### src/rtl/cpuf_pkg.sv
// Shared opcode, state and ALU-op encodings for the accumulator CPU sequencer.
package cpuf_pkg;

  // Opcode encodings (upper OP_W bits of the instruction word)
  localparam logic [3:0] OP_LDA = 4'b1000;
  localparam logic [3:0] OP_LDB = 4'b0100;
  localparam logic [3:0] OP_ADD = 4'b0010;
  localparam logic [3:0] OP_SUB = 4'b0001;
  localparam logic [3:0] OP_MUL = 4'b1100;
  localparam logic [3:0] OP_DIV = 4'b1010;
  localparam logic [3:0] OP_JMP = 4'b1001;
  localparam logic [3:0] OP_HLT = 4'b1111;

  // Sequencer states, kept as plain constants so older blocks can share the encoding
  typedef logic [3:0] state_t;
  localparam state_t ST_FETCH_ADDR = 4'd0;
  localparam state_t ST_FETCH_MEM  = 4'd1;
  localparam state_t ST_DECODE     = 4'd2;
  localparam state_t ST_EXEC_ADDR  = 4'd3;
  localparam state_t ST_EXEC_MEM   = 4'd4;
  localparam state_t ST_LOAD       = 4'd5;
  localparam state_t ST_ALU        = 4'd6;
  localparam state_t ST_JUMP       = 4'd7;
  localparam state_t ST_HALT       = 4'd8;
  localparam state_t ST_FAULT      = 4'd9;

  // ALU operation select driven onto alu_op
  localparam logic [1:0] ALU_ADD = 2'b00;
  localparam logic [1:0] ALU_SUB = 2'b01;
  localparam logic [1:0] ALU_MUL = 2'b10;
  localparam logic [1:0] ALU_DIV = 2'b11;

endpackage

### src/rtl/op_decoder.sv
// Combinational opcode classifier: splits an opcode into the few flags the sequencer branches on.
module op_decoder
  import cpuf_pkg::*;
#(
  parameter int OP_W = 4
) (
  input  logic [OP_W-1:0] opcode,
  output logic            is_load,
  output logic            is_ldb,
  output logic            is_alu,
  output logic [1:0]      alu_op,
  output logic            is_jmp,
  output logic            is_hlt
);

  // Anything not matched below falls through as a NOP (all flags low)
  always_comb begin
    is_load = 1'b0;
    is_ldb  = 1'b0;
    is_alu  = 1'b0;
    alu_op  = ALU_ADD;
    is_jmp  = 1'b0;
    is_hlt  = 1'b0;
    if (opcode == OP_W'(OP_LDA)) begin
      is_load = 1'b1;
    end else if (opcode == OP_W'(OP_LDB)) begin
      is_load = 1'b1;
      is_ldb  = 1'b1;
    end else if (opcode == OP_W'(OP_ADD)) begin
      is_alu = 1'b1;
      alu_op = ALU_ADD;
    end else if (opcode == OP_W'(OP_SUB)) begin
      is_alu = 1'b1;
      alu_op = ALU_SUB;
    end else if (opcode == OP_W'(OP_MUL)) begin
      is_alu = 1'b1;
      alu_op = ALU_MUL;
    end else if (opcode == OP_W'(OP_DIV)) begin
      is_alu = 1'b1;
      alu_op = ALU_DIV;
    end else if (opcode == OP_W'(OP_JMP)) begin
      is_jmp = 1'b1;
    end else if (opcode == OP_W'(OP_HLT)) begin
      is_hlt = 1'b1;
    end
  end

endmodule

### src/rtl/control_sequencer.sv
// Fetch/decode/execute sequencer for the accumulator CPU with memory-ready handshake,
// halt, memory-timeout fault and a retired-instruction counter.
module control_sequencer
  import cpuf_pkg::*;
#(
  parameter int DATA_W   = 8,
  parameter int ADDR_W   = 4,
  parameter int OP_W     = 4,
  parameter int CNT_W    = 16,
  parameter int WAIT_MAX = 15
) (
  input  logic              clk,
  input  logic              reset,
  input  logic              run,
  input  logic [DATA_W-1:0] mem_rdata,
  input  logic              mem_ready,
  output logic              pc_inc,
  output logic              pc_load,
  output logic              mar_load,
  output logic              mar_sel,
  output logic              mem_rd,
  output logic              a_load,
  output logic              b_load,
  output logic              alu_en,
  output logic [1:0]        alu_op,
  output logic [ADDR_W-1:0] operand,
  output logic              halted,
  output logic              fault,
  output logic [CNT_W-1:0]  instr_cnt
);

  localparam int WC_W = $clog2(WAIT_MAX + 1);

  // Opcode and operand fields must fit in one memory word
  if (DATA_W < OP_W + ADDR_W) begin : g_bad_width
    $error("control_sequencer: DATA_W must be >= OP_W + ADDR_W");
  end
  if (WAIT_MAX < 1) begin : g_bad_wait
    $error("control_sequencer: WAIT_MAX must be >= 1");
  end

  state_t            state_reg, state_next;
  logic [DATA_W-1:0] ir_reg;
  logic [WC_W-1:0]   wait_cnt_reg;
  logic [CNT_W-1:0]  instr_cnt_reg;
  logic              retire;
  logic              in_wait;

  logic       dec_is_load, dec_is_ldb, dec_is_alu, dec_is_jmp, dec_is_hlt;
  logic [1:0] dec_alu_op;

  op_decoder #(.OP_W(OP_W)) u_op_decoder (
    .opcode  (ir_reg[DATA_W-1 -: OP_W]),
    .is_load (dec_is_load),
    .is_ldb  (dec_is_ldb),
    .is_alu  (dec_is_alu),
    .alu_op  (dec_alu_op),
    .is_jmp  (dec_is_jmp),
    .is_hlt  (dec_is_hlt)
  );

  assign in_wait = (state_reg == ST_FETCH_MEM) || (state_reg == ST_EXEC_MEM);

  // Next-state selection; retire marks the last cycle of each instruction
  always_comb begin
    state_next = state_reg;
    retire     = 1'b0;
    case (state_reg)
      ST_FETCH_ADDR: if (run) state_next = ST_FETCH_MEM;
      ST_FETCH_MEM, ST_EXEC_MEM: begin
        // A ready in the final allowed wait cycle still completes the access
        if (mem_ready)
          state_next = (state_reg == ST_FETCH_MEM) ? ST_DECODE : ST_LOAD;
        else if (wait_cnt_reg == WC_W'(WAIT_MAX - 1))
          state_next = ST_FAULT;
      end
      ST_DECODE: begin
        if (dec_is_load)     state_next = ST_EXEC_ADDR;
        else if (dec_is_alu) state_next = ST_ALU;
        else if (dec_is_jmp) state_next = ST_JUMP;
        else if (dec_is_hlt) begin
          state_next = ST_HALT;
          retire     = 1'b1;
        end else begin
          state_next = ST_FETCH_ADDR;
          retire     = 1'b1;
        end
      end
      ST_EXEC_ADDR: state_next = ST_EXEC_MEM;
      ST_LOAD, ST_ALU, ST_JUMP: begin
        state_next = ST_FETCH_ADDR;
        retire     = 1'b1;
      end
      ST_HALT:  state_next = ST_HALT;
      ST_FAULT: state_next = ST_FAULT;
      default:  state_next = ST_FETCH_ADDR;
    endcase
  end

  // State, instruction register, wait timer and retire counter
  always_ff @(posedge clk or posedge reset) begin
    if (reset) begin
      state_reg     <= ST_FETCH_ADDR;
      ir_reg        <= '0;
      wait_cnt_reg  <= '0;
      instr_cnt_reg <= '0;
    end else begin
      state_reg <= state_next;
      if (state_reg == ST_FETCH_MEM && mem_ready)
        ir_reg <= mem_rdata;
      // Timer only runs while stalled on memory, so it is zero on entry to any wait state
      if (in_wait && !mem_ready && state_next != ST_FAULT)
        wait_cnt_reg <= wait_cnt_reg + 1'b1;
      else
        wait_cnt_reg <= '0;
      if (retire)
        instr_cnt_reg <= instr_cnt_reg + 1'b1;
    end
  end

  // Control word decoded from the state register (run/reset gate only the fetch strobe)
  always_comb begin
    pc_inc   = 1'b0;
    pc_load  = 1'b0;
    mar_load = 1'b0;
    mar_sel  = 1'b0;
    mem_rd   = 1'b0;
    a_load   = 1'b0;
    b_load   = 1'b0;
    alu_en   = 1'b0;
    alu_op   = ALU_ADD;
    halted   = 1'b0;
    fault    = 1'b0;
    case (state_reg)
      ST_FETCH_ADDR: mar_load = run && !reset;
      ST_FETCH_MEM:  mem_rd   = 1'b1;
      ST_DECODE:     pc_inc   = 1'b1;
      ST_EXEC_ADDR: begin
        mar_load = 1'b1;
        mar_sel  = 1'b1;
      end
      ST_EXEC_MEM:   mem_rd = 1'b1;
      ST_LOAD: begin
        a_load = !dec_is_ldb;
        b_load = dec_is_ldb;
      end
      ST_ALU: begin
        alu_en = 1'b1;
        a_load = 1'b1;
        alu_op = dec_alu_op;
      end
      ST_JUMP:       pc_load = 1'b1;
      ST_HALT:       halted  = 1'b1;
      ST_FAULT: begin
        halted = 1'b1;
        fault  = 1'b1;
      end
      default: ;
    endcase
  end

  assign operand   = ir_reg[ADDR_W-1:0];
  assign instr_cnt = instr_cnt_reg;

endmodule
### config.mk
export PLATFORM = sky130hd
export DESIGN_NAME = control_sequencer
export DESIGN_NICKNAME = d
export VERILOG_FILES = /design/src/rtl/cpuf_pkg.sv /design/src/rtl/op_decoder.sv /design/src/rtl/control_sequencer.sv
export SDC_FILE = /design/constraint.sdc
export NUM_CORES = 1
export LEC_CHECK = 0
export BUFFER_PORTS_ARGS = -buffer_cell sky130_fd_sc_hd__buf_2
export CAP_MARGIN = 20
export CORE_MARGIN = 5
export CORE_UTILIZATION = 53
export DETAILED_ROUTE_END_ITERATION = 10
export HOLD_SLACK_MARGIN = 0.03
export PLACE_DENSITY = 0.9
export SKIP_CTS_REPAIR_TIMING = 1
export SLEW_MARGIN = 30
export SYNTH_ARGS = -nofsm -noshare
export SYNTH_HDL_FRONTEND = slang
export SYNTH_HIERARCHICAL = 1
export SYNTH_SLANG_ARGS = --single-unit
export TNS_END_PERCENT = 50
### constraint.sdc
create_clock -name clk -period 2.2 [get_ports clk]
set_input_delay 0.22 -clock clk [delete_from_list [all_inputs] [get_ports clk]]
set_output_delay 0.22 -clock clk [all_outputs]
set_load 0.05 [all_outputs]
==> metrics.md, run 1 <==
| Metric | Value |
|---|---|
| Outcome | finished, violations left |
| Failing checks | negative hold slack |
| Clock buffers created by TritonCTS | 5 |
| Yosys cell types | between 40 and 50 |
| Die boundary height | 68.7 µm |
| Clock tree from TritonCTS | done |
| Synth Warn # | 6 |
| Clock power frac | 12.9% |
| Number of global-route vias before repair | 1,349 |
| Final hold violation count | 12 |
| Clock transition at the registers of the reported paths | 100 ps |
| Combined area of all synthesized cells | 1820 µm² |
| Total clock sinks | 32 |
| Clock network latency to the later pin of the worst-skew pair | roughly 340 ps |
| Post-route non-filler standard cell count | 270 |
| Share of flip-flops with an asynchronous set or reset after synthesis | 100% |
| Setup slack on the worst flop-to-flop path | 100 ps |
| Grt ovf | 0 |
| Max H-tree Level | 2 |
| Cells after synthesis | between 150 and 200 |
| Startpoint Class | flop |
| Setup violations, final | 0 |
| Maximum clock rate | around 470 MHz |
| Biggest area consumer among synthesized cells | dfrtp_1 |
| Worst reg2reg endpoint | instr_cnt[8]$_DFFE_PP0P_ |
| Class of the most critical hold timing path | in2async |
| Setup skew after layout | 5.23 ps |
| Area of the die | roughly 4700 µm² |
| All-Layer GR Usage | 17.5% |
| Sequential-to-total area share from yosys stat | about 44% |
| Reg2Reg Depth | 6 |
| Cell-internal power | 1.47 mW |
| Cell with the most instances after synthesis | dfrtp_1 |
| Final weighted congestion in routability-driven placement | 0.828 |
| Area added between synthesis and finish | 19.2% |
| Maximum root-to-sink buffer count | 2 |
| Sw Share | a little under half |
| Clock Tree Root | clkbuf_4 |
| CP startpoint | ir_reg[6]$_DFFE_PP0P_ |
| Worst slack on hold paths | -11.8 ps |
| Min Clock Period, post-route | roughly 2100 ps |
| Crit Path Class | reg2out |
| Setup crit end | a_load |
| Total power per unit cell area | 1290 nW/µm² |
| Aggregate routed wire length | about 3.7 mm |
| Period Utilization, post-route | 96.1% |
| Startpoint of the lowest-slack register-to-register path | ir_reg[4]$_DFFE_PP0P_ |
| Most frequent cells after synthesis | 32 x dfrtp_1, 18 x nor2_1, 14 x xor2_1, 13 x nand2_1, 8 x mux2_2 |
| Synth top area cells | dfrtp_1 44%, xor2_1 6.7%, mux2_2 4.9% |
| Static power due to leakage | 1.07 nW |
| Final slew viol count | 0 |
| Post-synth net total | 190 |
| Max-cap check violation count | 0 |
| Flip-flop and latch count after synthesis | 32 |
| Quantity of I/O buffers inserted on ports | 43 |
| Post-layout instance area | 2170 µm² |
| Data required time at the worst endpoint | between 1500 and 2000 ps |
| Normalized max-slew margin | 66.4% |
| Starting DRT DRC Count | 115 |
| Actual slew at the worst max-slew pin | 502 ps |
| Largest net degree at the start of global routing | 33 |
| Number of placed I/O pins | 44 |
| Initial cell density of the core | 54.7% |
| Row cnt | 21 |
| Number of iterations in the first detailed-routing pass | 4 |
| IR drop worst, VDD | between 0.8 and 0.9 mV |
| Type of element capturing the critical path | output port |
| Initial antenna violation count | 0 |
| Net switching power figure | 1.32 mW |
| Highest net fanout along the worst path | 4 |
| Most frequently used flop master after synthesis | dfrtp_1 |
| Antenna diode instance count | 0 |
| Yosys top cell area share | 43.9% |
| Post-synth EDFFs | 0 |
| Placed wire-length estimate after detailed placement | 2.64 mm |
| Post-Syn Area per Cell | 10.4 µm² |
| Max FFs per register | 16 |
| Area inside the core boundary | 3340 µm² |
| Fraction of layout cells with a size suffix above 1 | a little under two fifths |
| Area of the multi-input gates | 945 µm² |
| Vias per std cell | 5.33 |
| Sequential cell fraction of total power | 33.4% |
| Wirelength per Cell | 13.5 µm |
| Routed via count | 1,439 |
| Count of nets left with antenna violations after detail routing | 0 |
| Fillers | 290 |
| Instance count after placement with tap cells included | 260 |
| Die Width | 68.7 µm |
| Signal arrival time at the worst endpoint | 1890 ps |
| Sequential cell area in the final layout | 803 µm² |
| Wire length of the first global-routing pass | 6.08 mm |
| Post-Place Cell Area | 2070 µm² |
| Part of the total power dissipated in combinational logic | a little over half |
| DRC violations left | 0 |
| Final layout net count | 238 |
-- cell families after synthesis --
group           after synthesis  share of synthesized area, %
buf+inv                      15                          5.76
simple gates                 82                          27.5
fa+ha+maj                     3                          2.06
compound gates               15                          6.10
flops                        32                          43.9
mux                           9                          5.56
xor+xnor                     19                          9.12
-- power by group through the flow --
stage               Combinational [mW]  Clock, mW  Sequential, mW
CTS                               1.41      0.373           0.939
global route                      1.61      0.393           0.972
detailed placement                1.41          0           0.948
floorplan                         1.12          0           0.985
finish                            1.50      0.362           0.935
global placement                  1.38          0           0.935
-- through the flow --
stage | setup TNS [ps] | setup slack, ps | util, % | power (mW) | hold slack, ps
after floorplan | -33.0 | -16.5 | - | 2.11 | 345
after CTS | -97.5 | -80.3 | 63.9 | 2.72 | 10.4
after global routing | -24.7 | -14.5 | 65.2 | 2.98 | 31.8
final | 0 | 85.2 | 65.2 | 2.80 | -11.8
after global placement | 0 | 65.7 | 62.1 | 2.32 | 385
after detailed placement | -12.6 | -12.6 | 62.1 | 2.36 | 392
-- critical path, stage by stage, from the launching register on --
cell and delay, ps:
dfrtp_2 420, buf_4 150, nor4b_1 150, or3b_2 470, a21oi_2 150, buf_4 210
-- worst min path at each step --
stage | start | end | slack, ps | cells after the start
2_1_floorplan | reset | instr_cnt[0]$_DFFE_PP0P_ | 340 | 1
3_3_place_gp | reset | state_reg[1]$_DFF_PP0_ | 390 | 3
3_5_place_dp | reset | state_reg[1]$_DFF_PP0_ | 390 | 3
4_1_cts | reset | ir_reg[0]$_DFFE_PP0P_ | 10 | 3
5_1_grt | reset | state_reg[1]$_DFF_PP0_ | 30 | 3
6_report | reset | state_reg[0]$_DFF_PP0_ | -10 | 3
-- area by class of cell --
class,count,share of cell area [%]
clock buffer,6,2.36
clock inverter,2,0.460
inverter,2,0.345
multi-input combinational,128,43.4
sequential,32,36.9
tap,46,2.65
timing repair buffer,54,13.8
-- placed cells by master (no fill, tap or decap), drive strengths merged, types with 3 or more instances in the layout --
master  instances
xor2           14
clkbuf          6
nor4b           4
a21oi           3
mux2            9
nor3           10
nand2b          7
buf            54
dfrtp          32
nand4           3
nor2           18
xnor2           5
nand3           7
nand2          13
ha              3
o21ai           4
and2            3
-- metal layers --
layer | part of all wire, % | GRT usage, % | vias up
li1 | - | - | 704
met3 | 5.5 | 5.51 | 7
met2 | 47 | 27.5 | 39
met4 | 1.7 | 6.70 | 0
met5 | 0 | 0 | -
met1 | 45 | 22.3 | 689
No activity file was read; power rests on OpenSTA's default activity.
==> run 2: changes to the inputs <==
- PLACE_DENSITY: 0.9 -> 0.91
- SYNTH_HIERARCHICAL: 1 -> not set
==> metrics.md, run 2 <==
| Metric | Value |
|---|---|
| Total power per unit cell area | 1310 nW/µm² |
| Number of iterations in the first detailed-routing pass | 4 |
| All-Layer GR Usage | 16.9% |
| Aggregate routed wire length | 3.52 mm |
| Highest net fanout along the worst path | 11 |
| Max-cap check violation count | 0 |
| Area of the die | around 4600 µm² |
| Highest-count cells in the layout ignoring fill and taps | 42 x buf_2, 32 x dfrtp_1, 16 x nor2_1, 16 x xnor2_1 |
| Final layout net count | 229 |
| Quantity of I/O buffers inserted on ports | 43 |
| Final hold violation count | 20 |
| Area inside the core boundary | roughly 3300 µm² |
| Post-synth net total | 187 |
| CP startpoint | state_reg[3]$_DFF_PP0_ |
| Worst reg2reg endpoint | instr_cnt[1]$_DFFE_PP0P_ |
| Wirelength per Cell | 13.5 µm |
| Largest net degree at the start of global routing | 33 |
| Antenna diode instance count | 0 |
| Most frequent cells after synthesis | 32 x dfrtp_1, 16 x nor2_1, 16 x xnor2_1, 9 x mux2_2, 9 x o2111ai_1 |
| Initial cell density of the core | 53.8% |
| Yosys top cell area share | approximately 45% |
| Min Clock Period, post-route | 2080 ps |
| Routed via count | 1,410 |
| Post-synth EDFFs | 0 |
| Most frequently used flop master after synthesis | dfrtp_1 |
| Share of flip-flops with an asynchronous set or reset after synthesis | between 90% and 100% |
| Grt ovf | 0 |
| Final-layout setup total negative slack | 0 ps |
| Area added between synthesis and finish | 17.6% |
| Worst slack on hold paths | -16.1 ps |
| Startpoint of the lowest-slack register-to-register path | ir_reg[4]$_DFFE_PP0P_ |
| Final weighted congestion in routability-driven placement | 0.834 |
| Static power due to leakage | between 0.9 and 1 nW |
| RSZ-0062 raised after global routing | no |
| Normalized max-slew margin | between 70% and 80% |
| Fraction of layout cells with a size suffix above 1 | 32.6% |
| Setup skew after layout | 5.82 ps |
| Count of nets left with antenna violations after detail routing | 0 |
| Vias per std cell | 5.40 |
| Synth Warn # | 0 |
| Post-Syn Area per Cell | 10.3 µm² |
| Combined area of all synthesized cells | 1770 µm² |
| Starting DRT DRC Count | 71 |
| Row cnt | 21 |
| Number of global-route vias before repair | 1,275 |
| Maximum clock rate | 481 MHz |
| Type of element capturing the critical path | output port |
| Cell with the most instances after synthesis | dfrtp_1 |
| Yosys cell types | 40 |
| Clock Tree Root | clkbuf_4 |
| Outcome | finished, violations left |
| Total clock sinks | 32 |
| Startpoint Class | flop |
| Initial antenna violation count | 0 |
| Number of placed I/O pins | 44 |
| Cells after synthesis | 172 |
| Sequential-to-total area share from yosys stat | 45.3% |
| Signal arrival time at the worst endpoint | about 1900 ps |
| Data required time at the worst endpoint | 1980 ps |
| IR drop worst, VDD | 0.831 mV |
| Max FFs per register | 16 |
| Crit Path Class | reg2out |
| Failing checks | negative hold slack |
| Most common library cell in the layout ignoring fill and taps | buf_2 |
| Synth top area cells | dfrtp_1 45%, xnor2_1 7.9%, mux2_2 5.7% |
| Class of the most critical hold timing path | in2async |
| Placed wire-length estimate after detailed placement | 2.56 mm |
| Clock tree from TritonCTS | done |
| Setup violations, final | 0 |
| Clock transition at the registers of the reported paths | approximately 90 ps |
| Setup slack on the worst flop-to-flop path | 160 ps |
| Die boundary height | 67.8 µm |
| Final slew viol count | 0 |
| Actual slew at the worst max-slew pin | 431 ps |
| Clock network latency to the later pin of the worst-skew pair | 320 ps |
| DRC violations left | 0 |
| Wire length of the first global-routing pass | 5.78 mm |
| Maximum root-to-sink buffer count | 2 |
| Reg2Reg Depth | 4 |
| Clock buffers created by TritonCTS | 5 |
| Total power after layout | 2.72 mW |
| Max H-tree Level | 2 |
| Flip-flop and latch count after synthesis | 32 |
| Die Width | ~68 µm |
| Period Utilization, post-route | 94.6% |
| Biggest area consumer among synthesized cells | dfrtp_1 |
[run 2: changes by cell type in the layout (fill, tap and decap cells not counted), moves of 3 or more]
cell / change
and3_1: +3
buf_4: -6
inv_1: +3
nand2_1: -5
nand2b_1: -3
nand3_1: -3
nor3_2: -4
o2111ai_1: +9
o21ai_0: +3
xnor2_1: +11
xor2_1: -13
[run 2: worst max path at each step]
stage | end | cells after the start | slack, ps
final | alu_op[0] | 5 | 120
after global routing | alu_op[0] | 5 | 5
after CTS | alu_op[0] | 5 | 70
after detailed placement | instr_cnt[1]$_DFFE_PP0P_ | 4 | 210
after global placement | instr_cnt[1]$_DFFE_PP0P_ | 4 | 270
after floorplan | alu_op[0] | 3 | -170
[run 2: routing by layer]
metal	wire, µm	vias to the layer above	global-route usage (%)
met1	1580	661	22.3
met5	0	-	0
met2	1660	43	25.5
li1	-	702	-
met3	256	4	5.32
met4	26	0	6.84
[run 2: cell type report]
type / count / area (µm²)
Fill cell: 264 / 1210
Multi-Input combinational cell: 121 / 880
Sequential cell: 32 / 801
Timing Repair Buffer: 49 / 263
Clock buffer: 8 / 58.8
Tap cell: 46 / 57.6
Inverter: 5 / 18.8
[run 2: worst max-delay path: stages, from the launching register on]
cell	delay, ps
dfrtp_1	390
buf_4	170
nand2b_1	230
nor3b_2	280
nor3b_2	210
clkbuf_4	250
[run 2: cell families after synthesis]
kind of cell             after synthesis  share of synthesized area [%]
AND/OR/NAND/NOR                       61                           19.1
buffers and inverters                 19                           5.87
adder cells (fa/ha/maj)                3                           2.12
flip-flops                            32                           45.3
XOR/XNOR                              17                           8.42
AO/OA/AOI/OAI                         30                           12.9
multiplexers                          10                           6.30
[run 2: per-stage QoR]
| step | worst slack (ps) | utilization [%] | instance area (µm²) | hold WS, ps | cells |
|---|---|---|---|---|---|
| after floorplan | -172 | - | 1780 | 336 | 172 |
| after global placement | 268 | 61.4 | 2020 | 337 | 253 |
| after detailed placement | 207 | 61.4 | 2020 | 335 | 253 |
| after CTS | 72.3 | 63.2 | 2080 | -15.8 | 261 |
| after global routing | 4.74 | 63.3 | 2080 | 31.1 | 261 |
| final | 119 | 63.3 | 2080 | -16.1 | 261 |
[run 2: power breakdown]
group	switching (mW)	internal (mW)	total, mW
clock network	0.180	0.158	0.338
registers	0.202	0.751	0.952
logic	0.959	0.473	1.43
